**src/rtl/hazard_stall_unit_pkg.sv**
```systemverilog
// -----------------------------------------------------------------------------
// hazard_pkg
// Shared definitions for the hazard/stall unit: default widths and the
// multiply-sequencing FSM state encoding.
// -----------------------------------------------------------------------------
package hazard_pkg;

    localparam int REG_W_DEF = 5;
    localparam int CNT_W_DEF = 16;

    typedef enum logic [1:0] {
        ST_IDLE = 2'd0,
        ST_MUL1 = 2'd1,
        ST_MUL2 = 2'd2
    } hz_state_e;

endpackage : hazard_pkg

```
**src/rtl/hazard_stall_unit_counter.sv**
```systemverilog
// -----------------------------------------------------------------------------
// stall_counter
// Saturating up-counter of stall cycles. Clear wins over increment; the count
// holds at all-ones once reached.
//
// Ports
//   clk     in   rising-edge clock
//   arst_n  in   asynchronous active-low reset (count -> 0)
//   inc     in   count this cycle
//   clr     in   synchronous clear
//   count   out  current count (CNT_W bits)
// -----------------------------------------------------------------------------
module stall_counter
    import hazard_pkg::*;
#(
    parameter int CNT_W = CNT_W_DEF
) (
    input  logic             clk,
    input  logic             arst_n,
    input  logic             inc,
    input  logic             clr,
    output logic [CNT_W-1:0] count
);

    logic [CNT_W-1:0] r_count;
    logic             w_sat;

    assign w_sat = &r_count;

    always_ff @(posedge clk or negedge arst_n) begin
        if (!arst_n) begin
            r_count <= '0;
        end else if (clr) begin
            r_count <= '0;
        end else if (inc && !w_sat) begin
            r_count <= r_count + 1'b1;
        end
    end

    assign count = r_count;

endmodule : stall_counter

```
**src/rtl/hazard_stall_unit.sv**
```systemverilog
// -----------------------------------------------------------------------------
// hazard_stall_unit
// Pipeline hazard controller: load-use interlock, taken-branch flush and a
// 3-cycle multiply stall, plus a saturating count of PC-stall cycles.
//
//   state | meaning
//   ------+---------------------------------------------------------------
//   IDLE  | no multiply in flight; a multiply in EX starts the stall here
//   MUL1  | second multiply cycle, front end still frozen
//   MUL2  | final multiply cycle, result lands in EX/MEM, front end released
//
// Ports
//   clk, arst_n                    clock / async active-low reset
//   IFID_Rs1, IFID_Rs2             source registers of the ID instruction
//   IDEX_Rd, IDEX_MemRead          destination / load flag of EX instruction
//   IDEX_Mult                      EX instruction is a multiply
//   Branch_Taken                   EX resolved a taken branch/jump
//   Cnt_Clear                      synchronous clear of Stall_Cnt
//   PC_Write, IFID_Write           front-end enables
//   IFID_Flush                     zero IF/ID
//   IDEX_Write, IDEX_Bubble        ID/EX enable / NOP insert
//   EXMEM_Bubble                   NOP into EX/MEM while multiply busy
//   Mult_Busy                      multiply occupying EX, result not valid
//   Stall_Cnt                      saturating count of PC_Write=0 cycles
// -----------------------------------------------------------------------------
module hazard_stall_unit
    import hazard_pkg::*;
#(
    parameter int REG_W = REG_W_DEF,
    parameter int CNT_W = CNT_W_DEF
) (
    input  logic             clk,
    input  logic             arst_n,
    input  logic [REG_W-1:0] IFID_Rs1,
    input  logic [REG_W-1:0] IFID_Rs2,
    input  logic [REG_W-1:0] IDEX_Rd,
    input  logic             IDEX_MemRead,
    input  logic             IDEX_Mult,
    input  logic             Branch_Taken,
    input  logic             Cnt_Clear,
    output logic             PC_Write,
    output logic             IFID_Write,
    output logic             IFID_Flush,
    output logic             IDEX_Write,
    output logic             IDEX_Bubble,
    output logic             EXMEM_Bubble,
    output logic             Mult_Busy,
    output logic [CNT_W-1:0] Stall_Cnt
);

    hz_state_e r_state;

    logic w_mult_stall;
    logic w_load_use;

    always_ff @(posedge clk or negedge arst_n) begin
        if (!arst_n) begin
            r_state <= ST_IDLE;
        end else begin
            case (r_state)
                ST_IDLE: if (IDEX_Mult) r_state <= ST_MUL1;
                ST_MUL1: r_state <= ST_MUL2;
                ST_MUL2: r_state <= ST_IDLE;
                default: r_state <= ST_IDLE;
            endcase
        end
    end

    // The stall covers the issue cycle and MUL1; MUL2 already lets the next
    // instruction advance since the result is captured at the end of MUL2.
    assign w_mult_stall = ((r_state == ST_IDLE) && IDEX_Mult) || (r_state == ST_MUL1);

    assign w_load_use = IDEX_MemRead && (IDEX_Rd != '0) &&
                        ((IDEX_Rd == IFID_Rs1) || (IDEX_Rd == IFID_Rs2));

    always_comb begin
        PC_Write     = 1'b1;
        IFID_Write   = 1'b1;
        IFID_Flush   = 1'b0;
        IDEX_Write   = 1'b1;
        IDEX_Bubble  = 1'b0;
        EXMEM_Bubble = 1'b0;
        Mult_Busy    = 1'b0;
        if (w_mult_stall) begin
            PC_Write     = 1'b0;
            IFID_Write   = 1'b0;
            IDEX_Write   = 1'b0;
            EXMEM_Bubble = 1'b1;
            Mult_Busy    = 1'b1;
        end else if (Branch_Taken) begin
            IFID_Flush  = 1'b1;
            IDEX_Bubble = 1'b1;
        end else if (w_load_use) begin
            PC_Write    = 1'b0;
            IFID_Write  = 1'b0;
            IDEX_Bubble = 1'b1;
        end
    end

    stall_counter #(
        .CNT_W (CNT_W)
    ) u_stall_counter (
        .clk    (clk),
        .arst_n (arst_n),
        .inc    (~PC_Write),
        .clr    (Cnt_Clear),
        .count  (Stall_Cnt)
    );

endmodule : hazard_stall_unit

```
**config.mk**
```make
export PLATFORM = sky130hd
export DESIGN_NAME = hazard_stall_unit
export DESIGN_NICKNAME = d
export VERILOG_FILES = /design/src/rtl/hazard_stall_unit_pkg.sv /design/src/rtl/hazard_stall_unit_counter.sv /design/src/rtl/hazard_stall_unit.sv
export SDC_FILE = /design/constraint.sdc
export NUM_CORES = 1
export LEC_CHECK = 0
export ABC_AREA = 1
export BUFFER_PORTS_ARGS = -buffer_cell sky130_fd_sc_hd__buf_2
export CAP_MARGIN = 20
export CORE_UTILIZATION = 46
export DETAILED_ROUTE_END_ITERATION = 7
export PLACE_DENSITY = 0.76
export SETUP_SLACK_MARGIN = 0.05
export SYNTH_ARGS = -nofsm -noshare
export SYNTH_HDL_FRONTEND = slang
export SYNTH_SLANG_ARGS = --single-unit
```
**constraint.sdc**
```tcl
create_clock -name clk -period 1.6 [get_ports clk]
set_input_delay 0.08 -clock clk [delete_from_list [all_inputs] [get_ports clk]]
set_output_delay 0.08 -clock clk [all_outputs]
set_load 0.005 [all_outputs]
```
[Word level (Yosys, flattened, before mapping)]
Cells that the tools add are included.
Word-level totals
  bits in registers: 18
  bits of input ports: 21
  output and inout port bits: 23
  word-level logic and storage cells: 33
Operators by class
  add/subtract/negate cells: 1
  equal/unequal tests: 4
  multiplexer cells: 14
  bitwise gates (word level): 1
  reduce and logical (&&, ||, !) cells: 11
Operators by type and width (count)
  2-to-1 mux 16 bit: 2
  adder 16 x 1 -> 16 bit, second input constant: 1
  AND reduction 16 bit: 1
  == test 5 bit: 2
  2-to-1 mux 1 bit: 10
  nonzero test 5 bit: 1
  logical AND 1 bit: 4
  case mux 2 bit (2 select lines): 1
  == test 2 x 1 -> 1 bit, second input constant: 1
  zero test 2 bit: 1
  logical OR 1 bit: 2
  2-to-1 mux 2 bit: 1
  inequality test 2 bit, second input constant: 1
  nonzero test 2 bit: 1
  zero test 1 bit: 1
  NOT 1 bit: 1

[Longest topological paths before layout]
  depth in word-level cells: 10
  mapped depth: 12
  depth with buffers taken out: 11

[Modules after synthesis]
A second synthesis with hierarchy kept.
Second synthesis, totals
  cell total of the unflattened synthesis: 213
  area, all modules: 1343.8 µm²
Modules (own cells, without submodules)
  stall_counter: times used 1, cells an instance 146, area each 1007.2 µm², seq. area each 400.4 µm²
  hazard_stall_unit: times used 1, cells an instance 67, area each 336.6 µm², seq. area each 50.0 µm²

[Worst setup path after synthesis]
OpenSTA, ideal clock, no wires.
  kind: flip-flop to flip-flop
  start point: register u_stall_counter.r_count[0], in the netlist u_stall_counter.count[0]
  end point: register u_stall_counter.r_count[3], in the netlist u_stall_counter.count[3]
  setup time: 0.118 ns
  data arrival time: 1.480 ns
  slack: 0.002 ns
  stages on the path, launching flop included: 10
  period minus slack after synthesis: 1.598 ns
  cell sequence: dfrtp_1 > ha_1 > nand3_2 > nor2_2 > nand2_1 > nor2_4 > nand4_4 > buf_2 > nand4_1 > nand2_1
Between the ends
  word-level cells in the longest chain between the ends: 4
  elaborated cells between the ends (all ways): 7
  those cells by class: add/sub (1); mux (2); reduce/logical (4)
RTL lines
  from (decl): RTL line hazard_stall_unit_counter.sv:25  | logic [CNT_W-1:0] r_count;
  from (signal assigned): RTL line hazard_stall_unit_counter.sv:36  | r_count <= r_count + 1'b1;
  parallel branches: the longest is 4 deep, another holds adder 16 x 1 -> 16 bit
Parallel ways; which one is timed is not known. The select of a mux whose other input is x is not followed.
A chain may end at the register's enable or synchronous reset.

[Worst setup path after layout]
  start point: register u_stall_counter.r_count[1], in the netlist u_stall_counter.count[1]
  end point: register u_stall_counter.r_count[7], in the netlist u_stall_counter.count[7]
Same word-level chain as after synthesis.

==> flow_metrics.tcl <==
set metrics [dict create \
    max_cap_violations 0 \
    max_freq_ghz 0.613 \
    cp_cell_sequence "ha_2, nand3_4, nor2_4, nand2_2, nor2_4, nand4_4, buf_6, nand4_1, nand2_1" \
    worst_pin_slew_ns 0.410 \
    arrival_ns 1.85 \
    cts_tree "done" \
    synth_warnings 0 \
    htreeDepth 1 \
    finalClockSkew_ns 0.00458 \
    wl_per_cell_um 11.5 \
    num_vias 1557 \
    slew_viol_final 0 \
    r2r_start "u_stall_counter.count[1]$_DFFE_PN0P_" \
    port_buffers 43 \
    ys_types 27 \
    grt_max_degree 33 \
    die-area_mm2 0.00324 \
    start_util_pct 49.5 \
    reg2reg_to "u_stall_counter.count[7]$_DFFE_PN0P_" \
    synth_edf_count 0 \
    cpPeakStageDelay_ns 0.38 \
    fin_nets 298 \
    dp_hpwl_mm 2.48 \
    fp.dieW_um 56.9 \
    setup_viol 15 \
    netlist_instances 209 \
    holdCritPathClass "input pin to flop" \
    ir_drop_uv 487 \
    diodes 0 \
    first_pass_iters 6 \
    rsz0062_at_grt "true" \
    timing_hold_violations_final 0 \
    grt_pass1_vias 1459 \
    synth-seq-cells 18 \
    place_congestion 0.840 \
    clock-sinks 18 \
    power_mw 1.11 \
    cts_buffers 3 \
    hold-worst-slack_ns 0.0451 \
    met2_length_mm 1.72 \
    status "finished, violations left" \
    dp.cells 293 \
    r2r_slack_ns -0.03 \
    cts_buffer_depth 2 \
    crit_path_start "u_stall_counter.count[1]$_DFFE_PN0P_" \
    worstSetupEndpoint "u_stall_counter.count[7]$_DFFE_PN0P_" \
    drc 4 \
    total_leakage_power_nw 1.21 \
    crit_buf_inv 1 \
    grt_pass1_wl_mm 6.04 \
    ant_nets 0 \
    failed_checks "DRC, setup timing" \
    crit_family "simple AND/OR/NAND/NOR gates" \
    setup_ws_ns -0.0321 \
    utilization_pct 67.6 \
    syn_nets 231 \
    core_mm2 0.00281 \
    ff2ff_path_depth 9 \
    post-place-ws_ns -0.0116 \
    finalCritPeriodShare_pct 102 \
    drtIter0Drc 89 \
    synth_area_per_cell_um2 6.64 \
    io_pins 44 \
    worstPathRequired_ns 1.82 \
    met1_length_mm 1.53 \
    worst-setup-path-type "flop to flop" \
    fp-row-count 19 \
    cpMaxStageDelayCell "dfrtp_1" \
    start_kind "flop" \
    p_per_area_mw_per_mm2 584 \
    routed_via_density 5.09 \
    path_depth 9 \
    cts_root_buffer "clkbuf_4" \
    synthArstFlopShare_pct 100 \
    routed_wl_mm 3.53 \
    grt_overflow 0 \
    synth_seq_area_share_pct 32.5 \
    insertion_delay_ns 0.32 \
    synth_ff_type "dfrtp_1" \
    crit_fanout 7 \
    syn_to_final_growth_pct 36.7 \
    grt.total_usage_pct 23.4 \
    instances_no_fill 306 \
    synth_area_mm2 0.00139 \
    die_h_um 56.9 \
    period_minus_slack_ns 1.63 \
    wl_met3_um 215 \
    path_clk_slew_ns 0.11 \
    antenna_found_initial 0 \
    slew_headroom_pct 72.6 \
    crit_top_cell "nor2_4" \
    top_layer_used "met4" \
    endpoint_kind "flop" \
    drive_above_1_share_pct 32.4 \
]
[worst register-to-register path, delay by kind of cell (launching register included)]
kind	cells	cell delay [ns]
flops	1	0.38
simple gates	7	0.76
fa+ha+maj	1	0.21
buf+inv	1	0.19
[kinds of logic (layout without fill, tap and decap cells)]
logic type / after synthesis / in the layout / share of synthesized area [%]
AO/OA/AOI/OAI: 5 / 5 / 1.98
adder cells (fa/ha/maj): 1 / 1 / 0.902
AND/OR/NAND/NOR: 129 / 129 / 44.5
buffers and inverters: 46 / 112 / 13.8
XOR/XNOR: 10 / 10 / 6.31
flip-flops: 18 / 18 / 32.5
[placed cells by master (no fill, tap or decap), drive strengths merged]
cell	instances
clkinv	1
ha	1
o21bai	1
clkbuf	4
or2	1
nand2	64
nand4	20
dlygate4sd3	1
nor3	3
nor2	17
buf	69
inv	37
dfrtp	18
o21ai	2
xor2	7
nor3b	1
xnor2	3
nand3	23
a21oi	2
[power by group]
group | switching [mW] | internal [mW]
clock network | 0.162 | 0.139
registers | 0.0116 | 0.471
logic | 0.180 | 0.144
[area by class of cell]
cell class / instances / area (um2)
fillers: 240 / 908
multi-input cells: 145 / 797
flip-flops and latches: 18 / 450
repair buffers: 70 / 432
inverters: 38 / 143
well taps: 31 / 38.8
clock buffers: 4 / 36.3
[synth_stat cells (all sizes together), types with 2 or more instances]
cell,count,area share (%)
xnor2,3,1.9
xor2,7,4.4
nand3,23,8.7
a21oi,2,0.72
o21ai,2,0.72
dfrtp,18,32
buf,7,3.2
nand4,20,10
nor3,3,1.1
inv,37,10
nand2,64,18
nor2,17,5.5
[per-layer routing]
| metal | global-route usage, % | vias to the layer above |
|---|---|---|
| met1 | 29.0 | 696 |
| met5 | 0 | - |
| li1 | - | 796 |
| met2 | 41.3 | 56 |
| met4 | 5.23 | 0 |
| met3 | 5.30 | 9 |
[registers in the layout (all words and copies together), names as in the netlist]
name,cells
u_stall_counter.count,16
r_state,2
[per-stage QoR]
step | area (um2) | TNS, ns
after floorplan | 1400 | 0
after global placement | 1730 | 0
after detailed placement | 1730 | -0.0245
after CTS | 1820 | 0
after global routing | 1900 | -2.04
final | 1900 | -0.323
[worst min path at each step]
| stage | start | endpoint | slack, ns | cells past startpoint |
|---|---|---|---|---|
| 2_1_floorplan | arst_n | r_state[0]$_DFFE_PN0P_ | -0.22 | 0 |
| 3_3_place_gp | arst_n | u_stall_counter.count[6]$_DFFE_PN0P_ | 0.03 | 1 |
| 3_5_place_dp | arst_n | u_stall_counter.count[8]$_DFFE_PN0P_ | 0.04 | 1 |
| 4_1_cts | IDEX_Mult | r_state[0]$_DFFE_PN0P_ | 0.05 | 2 |
| 5_1_grt | IDEX_Mult | r_state[0]$_DFFE_PN0P_ | 0.04 | 2 |
| 6_report | IDEX_Mult | r_state[0]$_DFFE_PN0P_ | 0.05 | 2 |
[repair_timing]
| item | in CTS | in global routing |
|---|---|---|
| setup endpoints to repair | 18 | 18 |
| setup buffers | 4 | 4 |
| resized for setup | 3 | 10 |
| hold endpoints to repair | 18 | 0 |
| hold buffers | 1 | 0 |
| pin swaps | 2 | 20 |
(Power assumes the default switching activity.)
